$ cat src/rtl/uart_axil_arbiter_if.sv
// uart_axil_arbiter_if: requester-side and AXI4-Lite master signals of the UART arbiter.
// The master modport is the arbiter's view. The slave modport is the environment's view
// (the requesters plus the UART register slave).
interface uart_axil_arbiter_if #(
    parameter int NUM_REQ    = 2,
    parameter int ADDR_WIDTH = 13,
    parameter int DATA_WIDTH = 32
);
    localparam int STRB_WIDTH = DATA_WIDTH / 8;

    // Requester side
    logic [NUM_REQ-1:0]            req_valid;
    logic [NUM_REQ-1:0]            req_we;
    logic [NUM_REQ*ADDR_WIDTH-1:0] req_addr;
    logic [NUM_REQ*DATA_WIDTH-1:0] req_wdata;
    logic [NUM_REQ*STRB_WIDTH-1:0] req_wstrb;
    logic [NUM_REQ-1:0]            req_ready;
    logic [NUM_REQ-1:0]            resp_valid;
    logic [NUM_REQ-1:0]            resp_ready;
    logic [DATA_WIDTH-1:0]         resp_rdata;
    logic                          resp_err;
    logic                          busy;

    // AXI4-Lite master towards the UART register port
    logic [ADDR_WIDTH-1:0]         uart_axi_awaddr;
    logic                          uart_axi_awvalid;
    logic                          uart_axi_awready;
    logic [DATA_WIDTH-1:0]         uart_axi_wdata;
    logic [STRB_WIDTH-1:0]         uart_axi_wstrb;
    logic                          uart_axi_wvalid;
    logic                          uart_axi_wready;
    logic [1:0]                    uart_axi_bresp;
    logic                          uart_axi_bvalid;
    logic                          uart_axi_bready;
    logic [ADDR_WIDTH-1:0]         uart_axi_araddr;
    logic                          uart_axi_arvalid;
    logic                          uart_axi_arready;
    logic [DATA_WIDTH-1:0]         uart_axi_rdata;
    logic [1:0]                    uart_axi_rresp;
    logic                          uart_axi_rvalid;
    logic                          uart_axi_rready;

    modport master (
        input  req_valid, req_we, req_addr, req_wdata, req_wstrb, resp_ready,
        output req_ready, resp_valid, resp_rdata, resp_err, busy,
        output uart_axi_awaddr, uart_axi_awvalid, uart_axi_wdata, uart_axi_wstrb,
        output uart_axi_wvalid, uart_axi_bready, uart_axi_araddr, uart_axi_arvalid,
        output uart_axi_rready,
        input  uart_axi_awready, uart_axi_wready, uart_axi_bresp, uart_axi_bvalid,
        input  uart_axi_arready, uart_axi_rdata, uart_axi_rresp, uart_axi_rvalid
    );

    modport slave (
        output req_valid, req_we, req_addr, req_wdata, req_wstrb, resp_ready,
        input  req_ready, resp_valid, resp_rdata, resp_err, busy,
        input  uart_axi_awaddr, uart_axi_awvalid, uart_axi_wdata, uart_axi_wstrb,
        input  uart_axi_wvalid, uart_axi_bready, uart_axi_araddr, uart_axi_arvalid,
        input  uart_axi_rready,
        output uart_axi_awready, uart_axi_wready, uart_axi_bresp, uart_axi_bvalid,
        output uart_axi_arready, uart_axi_rdata, uart_axi_rresp, uart_axi_rvalid
    );
endinterface

$ cat src/rtl/uart_axil_arbiter.sv
// uart_axil_arbiter: round-robin sharing of one AXI4-Lite UART register port among
// NUM_REQ requesters, with a single outstanding transaction at a time.
// Optional feature: define UART_ARB_TIMEOUT_EN to add a watchdog. When the watchdog
// expires, the transaction is aborted and completes with an error response.
module uart_axil_arbiter #(
    parameter int NUM_REQ        = 2,
    parameter int ADDR_WIDTH     = 13,
    parameter int DATA_WIDTH     = 32,
    parameter int TIMEOUT_CYCLES = 1024
) (
    input logic                 sys_clk,
    input logic                 sys_rst_n,
    uart_axil_arbiter_if.master bus
);
    localparam int IDX_W      = (NUM_REQ > 1) ? $clog2(NUM_REQ) : 1;
    localparam int STRB_WIDTH = DATA_WIDTH / 8;

    typedef enum logic [2:0] {IDLE, WR, BWAIT, RD, RWAIT, RESP} state_e;

    state_e                  state_q, state_d;
    logic [IDX_W-1:0]        grant_q, grant_d;
    logic [IDX_W-1:0]        last_grant_q, last_grant_d;
    logic [ADDR_WIDTH-1:0]   addr_q, addr_d;
    logic [DATA_WIDTH-1:0]   wdata_q, wdata_d;
    logic [STRB_WIDTH-1:0]   wstrb_q, wstrb_d;
    logic                    aw_done_q, aw_done_d;
    logic                    w_done_q, w_done_d;
    logic [DATA_WIDTH-1:0]   rdata_q, rdata_d;
    logic                    err_q, err_d;

    logic [IDX_W-1:0]        rr_idx;
    logic [IDX_W-1:0]        rr_grant;
    logic                    rr_found;
    logic                    unused_bits;

`ifdef UART_ARB_TIMEOUT_EN
    localparam int TMR_W = $clog2(TIMEOUT_CYCLES) + 1;
    logic [TMR_W-1:0]        timer_q, timer_d;
    logic                    timeout_q, timeout_d;
    assign unused_bits = ^{bus.uart_axi_bresp[0], bus.uart_axi_rresp[0]};
`else
    assign unused_bits = ^{bus.uart_axi_bresp[0], bus.uart_axi_rresp[0], 32'(TIMEOUT_CYCLES)};
`endif

    // Round-robin search: the first valid requester after last_grant wins, and last_grant itself is tried last
    always_comb begin
        rr_found = 1'b0;
        rr_grant = last_grant_q;
        rr_idx   = '0;
        for (int i = 1; i <= NUM_REQ; i++) begin
            rr_idx = IDX_W'((int'(last_grant_q) + i) % NUM_REQ);
            if (!rr_found && bus.req_valid[rr_idx]) begin
                rr_found = 1'b1;
                rr_grant = rr_idx;
            end
        end
    end

    // Transaction FSM: next state, captured request and response fields, and the handshake outputs
    always_comb begin
        state_d      = state_q;
        grant_d      = grant_q;
        last_grant_d = last_grant_q;
        addr_d       = addr_q;
        wdata_d      = wdata_q;
        wstrb_d      = wstrb_q;
        aw_done_d    = aw_done_q;
        w_done_d     = w_done_q;
        rdata_d      = rdata_q;
        err_d        = err_q;
`ifdef UART_ARB_TIMEOUT_EN
        timer_d      = timer_q;
        timeout_d    = timeout_q;
`endif
        bus.req_ready        = '0;
        bus.resp_valid       = '0;
        bus.uart_axi_awvalid = 1'b0;
        bus.uart_axi_wvalid  = 1'b0;
        bus.uart_axi_bready  = 1'b0;
        bus.uart_axi_arvalid = 1'b0;
        bus.uart_axi_rready  = 1'b0;

        case (state_q)
            IDLE: begin
                // Ready stays low while reset is held, even though the state already reads IDLE
                if (rr_found && sys_rst_n) begin
                    bus.req_ready[rr_grant] = 1'b1;
                    grant_d   = rr_grant;
                    addr_d    = bus.req_addr[rr_grant*ADDR_WIDTH +: ADDR_WIDTH];
                    wdata_d   = bus.req_wdata[rr_grant*DATA_WIDTH +: DATA_WIDTH];
                    wstrb_d   = bus.req_wstrb[rr_grant*STRB_WIDTH +: STRB_WIDTH];
                    aw_done_d = 1'b0;
                    w_done_d  = 1'b0;
                    state_d   = bus.req_we[rr_grant] ? WR : RD;
`ifdef UART_ARB_TIMEOUT_EN
                    timer_d   = '0;
`endif
                end
            end
            WR: begin
                bus.uart_axi_awvalid = !aw_done_q;
                bus.uart_axi_wvalid  = !w_done_q;
                aw_done_d = aw_done_q | bus.uart_axi_awready;
                w_done_d  = w_done_q | bus.uart_axi_wready;
                if (aw_done_d && w_done_d) begin
                    state_d = BWAIT;
                end
            end
            BWAIT: begin
                bus.uart_axi_bready = 1'b1;
                if (bus.uart_axi_bvalid) begin
                    err_d   = bus.uart_axi_bresp[1];
                    rdata_d = '0;
                    state_d = RESP;
                end
            end
            RD: begin
                bus.uart_axi_arvalid = 1'b1;
                if (bus.uart_axi_arready) begin
                    state_d = RWAIT;
                end
            end
            RWAIT: begin
                bus.uart_axi_rready = 1'b1;
                if (bus.uart_axi_rvalid) begin
                    rdata_d = bus.uart_axi_rdata;
                    err_d   = bus.uart_axi_rresp[1];
                    state_d = RESP;
                end
            end
            RESP: begin
                bus.resp_valid[grant_q] = 1'b1;
                if (bus.resp_ready[grant_q]) begin
                    last_grant_d = grant_q;
                    state_d      = IDLE;
                end
            end
            default: state_d = IDLE;
        endcase

`ifdef UART_ARB_TIMEOUT_EN
        // Watchdog recovery deliberately abandons AXI valid-hold so that a dead slave cannot wedge the port
        if (state_q == WR || state_q == BWAIT || state_q == RD || state_q == RWAIT) begin
            timer_d = timer_q + 1'b1;
            if (timer_q == TMR_W'(TIMEOUT_CYCLES - 1)) begin
                bus.uart_axi_awvalid = 1'b0;
                bus.uart_axi_wvalid  = 1'b0;
                bus.uart_axi_bready  = 1'b0;
                bus.uart_axi_arvalid = 1'b0;
                bus.uart_axi_rready  = 1'b0;
                err_d     = 1'b1;
                rdata_d   = DATA_WIDTH'(32'hDEAD_0BAD);
                timeout_d = 1'b1;
                state_d   = RESP;
            end
        end
`endif
    end

    // Registers: reset leaves the port idle, with requester 0 first in line
    always_ff @(posedge sys_clk or negedge sys_rst_n) begin
        if (!sys_rst_n) begin
            state_q      <= IDLE;
            grant_q      <= '0;
            last_grant_q <= IDX_W'(NUM_REQ - 1);
            addr_q       <= '0;
            wdata_q      <= '0;
            wstrb_q      <= '0;
            aw_done_q    <= 1'b0;
            w_done_q     <= 1'b0;
            rdata_q      <= '0;
            err_q        <= 1'b0;
        end else begin
            state_q      <= state_d;
            grant_q      <= grant_d;
            last_grant_q <= last_grant_d;
            addr_q       <= addr_d;
            wdata_q      <= wdata_d;
            wstrb_q      <= wstrb_d;
            aw_done_q    <= aw_done_d;
            w_done_q     <= w_done_d;
            rdata_q      <= rdata_d;
            err_q        <= err_d;
        end
    end

`ifdef UART_ARB_TIMEOUT_EN
    // Watchdog counter and sticky timeout flag
    always_ff @(posedge sys_clk or negedge sys_rst_n) begin
        if (!sys_rst_n) begin
            timer_q   <= '0;
            timeout_q <= 1'b0;
        end else begin
            timer_q   <= timer_d;
            timeout_q <= timeout_d;
        end
    end
`endif

    assign bus.uart_axi_awaddr = addr_q;
    assign bus.uart_axi_araddr = addr_q;
    assign bus.uart_axi_wdata  = wdata_q;
    assign bus.uart_axi_wstrb  = wstrb_q;
    assign bus.resp_rdata      = rdata_q;
    assign bus.resp_err        = err_q;
    assign bus.busy            = (state_q != IDLE);
endmodule

$ cat src/flat_wrapper.sv
// flat-port wrapper written by rule: the top's interface ports become plain ports
module uart_axil_arbiter_flat 
#(
    parameter int NUM_REQ        = 2,
    parameter int ADDR_WIDTH     = 13,
    parameter int DATA_WIDTH     = 32,
    parameter int TIMEOUT_CYCLES = 1024
)
  (sys_clk, sys_rst_n, bus_req_valid, bus_req_we, bus_req_addr, bus_req_wdata, bus_req_wstrb, bus_resp_ready, bus_req_ready, bus_resp_valid, bus_resp_rdata, bus_resp_err, bus_busy, bus_uart_axi_awaddr, bus_uart_axi_awvalid, bus_uart_axi_wdata, bus_uart_axi_wstrb, bus_uart_axi_wvalid, bus_uart_axi_bready, bus_uart_axi_araddr, bus_uart_axi_arvalid, bus_uart_axi_rready, bus_uart_axi_awready, bus_uart_axi_wready, bus_uart_axi_bresp, bus_uart_axi_bvalid, bus_uart_axi_arready, bus_uart_axi_rdata, bus_uart_axi_rresp, bus_uart_axi_rvalid);
  uart_axil_arbiter_if #(.NUM_REQ(NUM_REQ), .ADDR_WIDTH(ADDR_WIDTH), .DATA_WIDTH(DATA_WIDTH)) bus_i ();
  input logic sys_clk;
  input logic sys_rst_n;
  input wire logic [$bits(bus_i.req_valid)-1:0] bus_req_valid;
  input wire logic [$bits(bus_i.req_we)-1:0] bus_req_we;
  input wire logic [$bits(bus_i.req_addr)-1:0] bus_req_addr;
  input wire logic [$bits(bus_i.req_wdata)-1:0] bus_req_wdata;
  input wire logic [$bits(bus_i.req_wstrb)-1:0] bus_req_wstrb;
  input wire logic [$bits(bus_i.resp_ready)-1:0] bus_resp_ready;
  output wire logic [$bits(bus_i.req_ready)-1:0] bus_req_ready;
  output wire logic [$bits(bus_i.resp_valid)-1:0] bus_resp_valid;
  output wire logic [$bits(bus_i.resp_rdata)-1:0] bus_resp_rdata;
  output wire logic [$bits(bus_i.resp_err)-1:0] bus_resp_err;
  output wire logic [$bits(bus_i.busy)-1:0] bus_busy;
  output wire logic [$bits(bus_i.uart_axi_awaddr)-1:0] bus_uart_axi_awaddr;
  output wire logic [$bits(bus_i.uart_axi_awvalid)-1:0] bus_uart_axi_awvalid;
  output wire logic [$bits(bus_i.uart_axi_wdata)-1:0] bus_uart_axi_wdata;
  output wire logic [$bits(bus_i.uart_axi_wstrb)-1:0] bus_uart_axi_wstrb;
  output wire logic [$bits(bus_i.uart_axi_wvalid)-1:0] bus_uart_axi_wvalid;
  output wire logic [$bits(bus_i.uart_axi_bready)-1:0] bus_uart_axi_bready;
  output wire logic [$bits(bus_i.uart_axi_araddr)-1:0] bus_uart_axi_araddr;
  output wire logic [$bits(bus_i.uart_axi_arvalid)-1:0] bus_uart_axi_arvalid;
  output wire logic [$bits(bus_i.uart_axi_rready)-1:0] bus_uart_axi_rready;
  input wire logic [$bits(bus_i.uart_axi_awready)-1:0] bus_uart_axi_awready;
  input wire logic [$bits(bus_i.uart_axi_wready)-1:0] bus_uart_axi_wready;
  input wire logic [$bits(bus_i.uart_axi_bresp)-1:0] bus_uart_axi_bresp;
  input wire logic [$bits(bus_i.uart_axi_bvalid)-1:0] bus_uart_axi_bvalid;
  input wire logic [$bits(bus_i.uart_axi_arready)-1:0] bus_uart_axi_arready;
  input wire logic [$bits(bus_i.uart_axi_rdata)-1:0] bus_uart_axi_rdata;
  input wire logic [$bits(bus_i.uart_axi_rresp)-1:0] bus_uart_axi_rresp;
  input wire logic [$bits(bus_i.uart_axi_rvalid)-1:0] bus_uart_axi_rvalid;
  assign bus_i.req_valid = bus_req_valid;
  assign bus_i.req_we = bus_req_we;
  assign bus_i.req_addr = bus_req_addr;
  assign bus_i.req_wdata = bus_req_wdata;
  assign bus_i.req_wstrb = bus_req_wstrb;
  assign bus_i.resp_ready = bus_resp_ready;
  assign bus_req_ready = bus_i.req_ready;
  assign bus_resp_valid = bus_i.resp_valid;
  assign bus_resp_rdata = bus_i.resp_rdata;
  assign bus_resp_err = bus_i.resp_err;
  assign bus_busy = bus_i.busy;
  assign bus_uart_axi_awaddr = bus_i.uart_axi_awaddr;
  assign bus_uart_axi_awvalid = bus_i.uart_axi_awvalid;
  assign bus_uart_axi_wdata = bus_i.uart_axi_wdata;
  assign bus_uart_axi_wstrb = bus_i.uart_axi_wstrb;
  assign bus_uart_axi_wvalid = bus_i.uart_axi_wvalid;
  assign bus_uart_axi_bready = bus_i.uart_axi_bready;
  assign bus_uart_axi_araddr = bus_i.uart_axi_araddr;
  assign bus_uart_axi_arvalid = bus_i.uart_axi_arvalid;
  assign bus_uart_axi_rready = bus_i.uart_axi_rready;
  assign bus_i.uart_axi_awready = bus_uart_axi_awready;
  assign bus_i.uart_axi_wready = bus_uart_axi_wready;
  assign bus_i.uart_axi_bresp = bus_uart_axi_bresp;
  assign bus_i.uart_axi_bvalid = bus_uart_axi_bvalid;
  assign bus_i.uart_axi_arready = bus_uart_axi_arready;
  assign bus_i.uart_axi_rdata = bus_uart_axi_rdata;
  assign bus_i.uart_axi_rresp = bus_uart_axi_rresp;
  assign bus_i.uart_axi_rvalid = bus_uart_axi_rvalid;
  uart_axil_arbiter #(.NUM_REQ(NUM_REQ), .ADDR_WIDTH(ADDR_WIDTH), .DATA_WIDTH(DATA_WIDTH), .TIMEOUT_CYCLES(TIMEOUT_CYCLES)) u_core (.sys_clk(sys_clk), .sys_rst_n(sys_rst_n), .bus(bus_i));
endmodule
$ cat config.mk
export PLATFORM = sky130hd
export DESIGN_NAME = uart_axil_arbiter_flat
export DESIGN_NICKNAME = d
export VERILOG_FILES = /design/src/rtl/uart_axil_arbiter_if.sv /design/src/rtl/uart_axil_arbiter.sv /design/src/flat_wrapper.sv
export SDC_FILE = /design/constraint.sdc
export NUM_CORES = 1
export LEC_CHECK = 0
export BUFFER_PORTS_ARGS = -buffer_cell sky130_fd_sc_hd__buf_2
export CAP_MARGIN = 20
export CORE_UTILIZATION = 25
export DETAILED_ROUTE_END_ITERATION = 6
export PLACE_DENSITY_LB_ADDON = 0.05
export SLEW_MARGIN = 40
export SYNTH_ARGS = -nofsm -noshare
export SYNTH_HDL_FRONTEND = slang
export SYNTH_SLANG_ARGS = --single-unit
$ cat constraint.sdc
create_clock -name sys_clk -period 4 [get_ports sys_clk]
set_input_delay 0.4 -clock sys_clk [delete_from_list [all_inputs] [get_ports sys_clk]]
set_output_delay 0.4 -clock sys_clk [all_outputs]
set_load 0.005 [all_outputs]
==> metrics <==
fmax 386 MHz; final setup fails 0; Async SR Flop Fraction 1.00; H-tree depth 3; Worst Tran Pin Value between 0.6 and 0.7 ns; initial DRC count 104; synth unique cells 36; first-pass GRT wire length 19000 um; clk root buf clkbuf_16; Worst EP arrival around 2.2 ns; CTS tree done; Worst Reg-to-Reg Cells 4; Crit Path Class reg2out; Slew headroom 0.588; Startpoint Class flop; vias roughly 3700; critical path cell sequence or3_1 -> nand2b_2 -> nor2_1 -> buf_2; Worst path max stage delay 0.52 ns; Post-Syn Area per Cell roughly 10 um^2; Final nets 800; largest net degree at the start of global routing 71; Ys Warns 0; RSZ-0062 raised after global routing false; Synth-to-Final Area Change 39.3%; per-cell routed wire length 13.7 um; fin crit share 0.648; post-route minimum period ~2.6 ns; die area ~17000 um^2; vias in the first global route between 3000 and 4000; layout cells sized above 1 0.425; Final WS setup around 1.4 ns; Vias per Instance around 4.2; GP Congestion 0.749; R2R Setup Slk 1.65 ns; # diodes 0; most frequent cells in the layout buf_2 (248), nand2_1 (117), dfrtp_1 (88); Clock Path Buffers 2; GRT Util Overall 0.142; Core Area 16100 um^2; Remaining DRCs 0; # Post-CTS Setup Buffers 0; post-place setup slack 1.58 ns; sequential area share after synthesis 0.534; hold-fix buffers at CTS 0; synthesized flop and latch total 89; Hold Fails Final Rpt 0; VDD IR max 0.240 mV; max cap viols 0; Filler cells 1733; Primary FF master, synth dfrtp_1; final setup TNS 0 ns; CTS resizes 0; Placed Cells incl. Taps 858; antenna-violating nets left 0; clock transition at the registers of the reported paths about 0.06 ns; Sink Count just under 90; die width 131 um; storage element area 2230 um^2; Pre-Repair DR Iteration Count 4; Rows 46; FF-to-FF End u_core.bus.uart_axi_wdata[10]; CTS buffer count 9; required time worst endpoint roughly 3.6 ns; Worst-Skew Late Latency 0.34 ns; Max Slew Vio Count 0; critical path endpoint category primary output; area of the multi-input gates 1710 um^2; pwr/cell area 647 nW/um^2; Final HPWL DP around 8900 um; RR Startpoint u_core.state_q[0]; Die Y 131 um; most common cell after layout, fill and taps aside buf_2; IO Port Bufs 249; CP max FO 31; Finished Layout Cells 872; syn nets between 500 and 600; Hold Crit Class in2async; CP max stage cell dfrtp_1; Syn Inst Count 429; final global-route overflow total 0; Final Routed Wirelength 11900 um; EDFF count, synth 0; # IOs ~250; Clock Skew approximately 0.007 ns; outcome finished clean; Leak 0.00312 uW; initial antenna violation count 0; synthesized cell area 4180 um^2; Starting Density 0.259
## layout make-up
class / instances / share of cell area
inverters: 1 / 0.000646
flip-flops and latches: 89 / 0.383
repair buffers: 255 / 0.225
well taps: 216 / 0.0465
clock buffers: 10 / 0.0394
clock inverters: 4 / 0.0121
multi-input cells: 297 / 0.294
## sequential cells by signal, indices dropped and copies added (netlist names)
name                        flops
u_core.aw_done_q                1
u_core.bus.resp_err             1
u_core.bus.resp_rdata          32
u_core.bus.uart_axi_araddr     13
u_core.bus.uart_axi_wdata      32
u_core.bus.uart_axi_wstrb       4
u_core.grant_q                  1
u_core.last_grant_q             1
u_core.state_q                  3
u_core.w_done_q                 1
## cell usage after synthesis (2+ instances only)
master    number  area, um^2
a21oi_1        6        30.0
buf_6          5        56.3
nand3b_1       2        15.0
dfrtp_1       88        2200
o31ai_1        2        15.0
nor2_1        11        41.3
nand2b_1       2        12.5
nand2_1      117         439
clkbuf_1      13        48.8
buf_2          8        40.0
o21ai_0       79         395
o21ai_1        6        30.0
buf_4         16         120
mux2i_1       50         500
and2_1         3        18.8
## power breakdown
part           total, uW  switching (uW)  internal, uW
combinational       1380             748           629
clock                879             340           539
sequential          1510             237          1270
total               3760            1330          2440
## layer usage
metal | global-route usage | routed length, um
met1 | 0.180 | 5450
met2 | 0.228 | 5520
met3 | 0.0378 | 795
met4 | 0.0569 | 174
met5 | 0 | 0
## worst max-delay path, delay by kind of cell (launching register included)
| family | cells | cell delay (ns) |
|---|---|---|
| DFF | 1 | 0.52 |
| buffers and inverters | 1 | 0.14 |
| and+or+nand+nor | 3 | 1.20 |
## cells by family after synthesis
family          count (synthesis)  synth area share
simple gates                  144             0.147
compound gates                101             0.130
flops                          89             0.534
mux                            52             0.125
buf+inv                        43            0.0644
## worst max-delay path by stage
stage | start | endpoint | slack [ns] | cells past startpoint
3_3_place_gp | u_core.state_q[0] | u_core.bus.uart_axi_wdata[18] | 1.66 | 4
4_1_cts | u_core.state_q[1] | bus_req_ready[1] | 1.33 | 4
3_5_place_dp | u_core.state_q[0] | u_core.bus.uart_axi_wdata[10] | 1.58 | 4
5_1_grt | u_core.state_q[1] | bus_req_ready[1] | 1.19 | 4
2_1_floorplan | u_core.state_q[2] | bus_req_ready[1] | 2.22 | 5
6_report | u_core.state_q[1] | bus_req_ready[1] | 1.41 | 4
## stage by stage
| step | hold slack (ns) | util | cell area, um^2 | total power (uW) |
|---|---|---|---|---|
| 2_1_floorplan | 0.104 | - | 4180 | 2350 |
| 3_3_place_gp | 0.457 | 0.342 | 5520 | 2920 |
| 3_5_place_dp | 0.465 | 0.342 | 5520 | 2940 |
| 4_1_cts | 0.206 | 0.361 | 5810 | 3850 |
| 5_1_grt | 0.230 | 0.361 | 5810 | 4090 |
| 6_report | 0.184 | 0.361 | 5810 | 3760 |
Note: power is estimated with default switching activity, not from simulation.
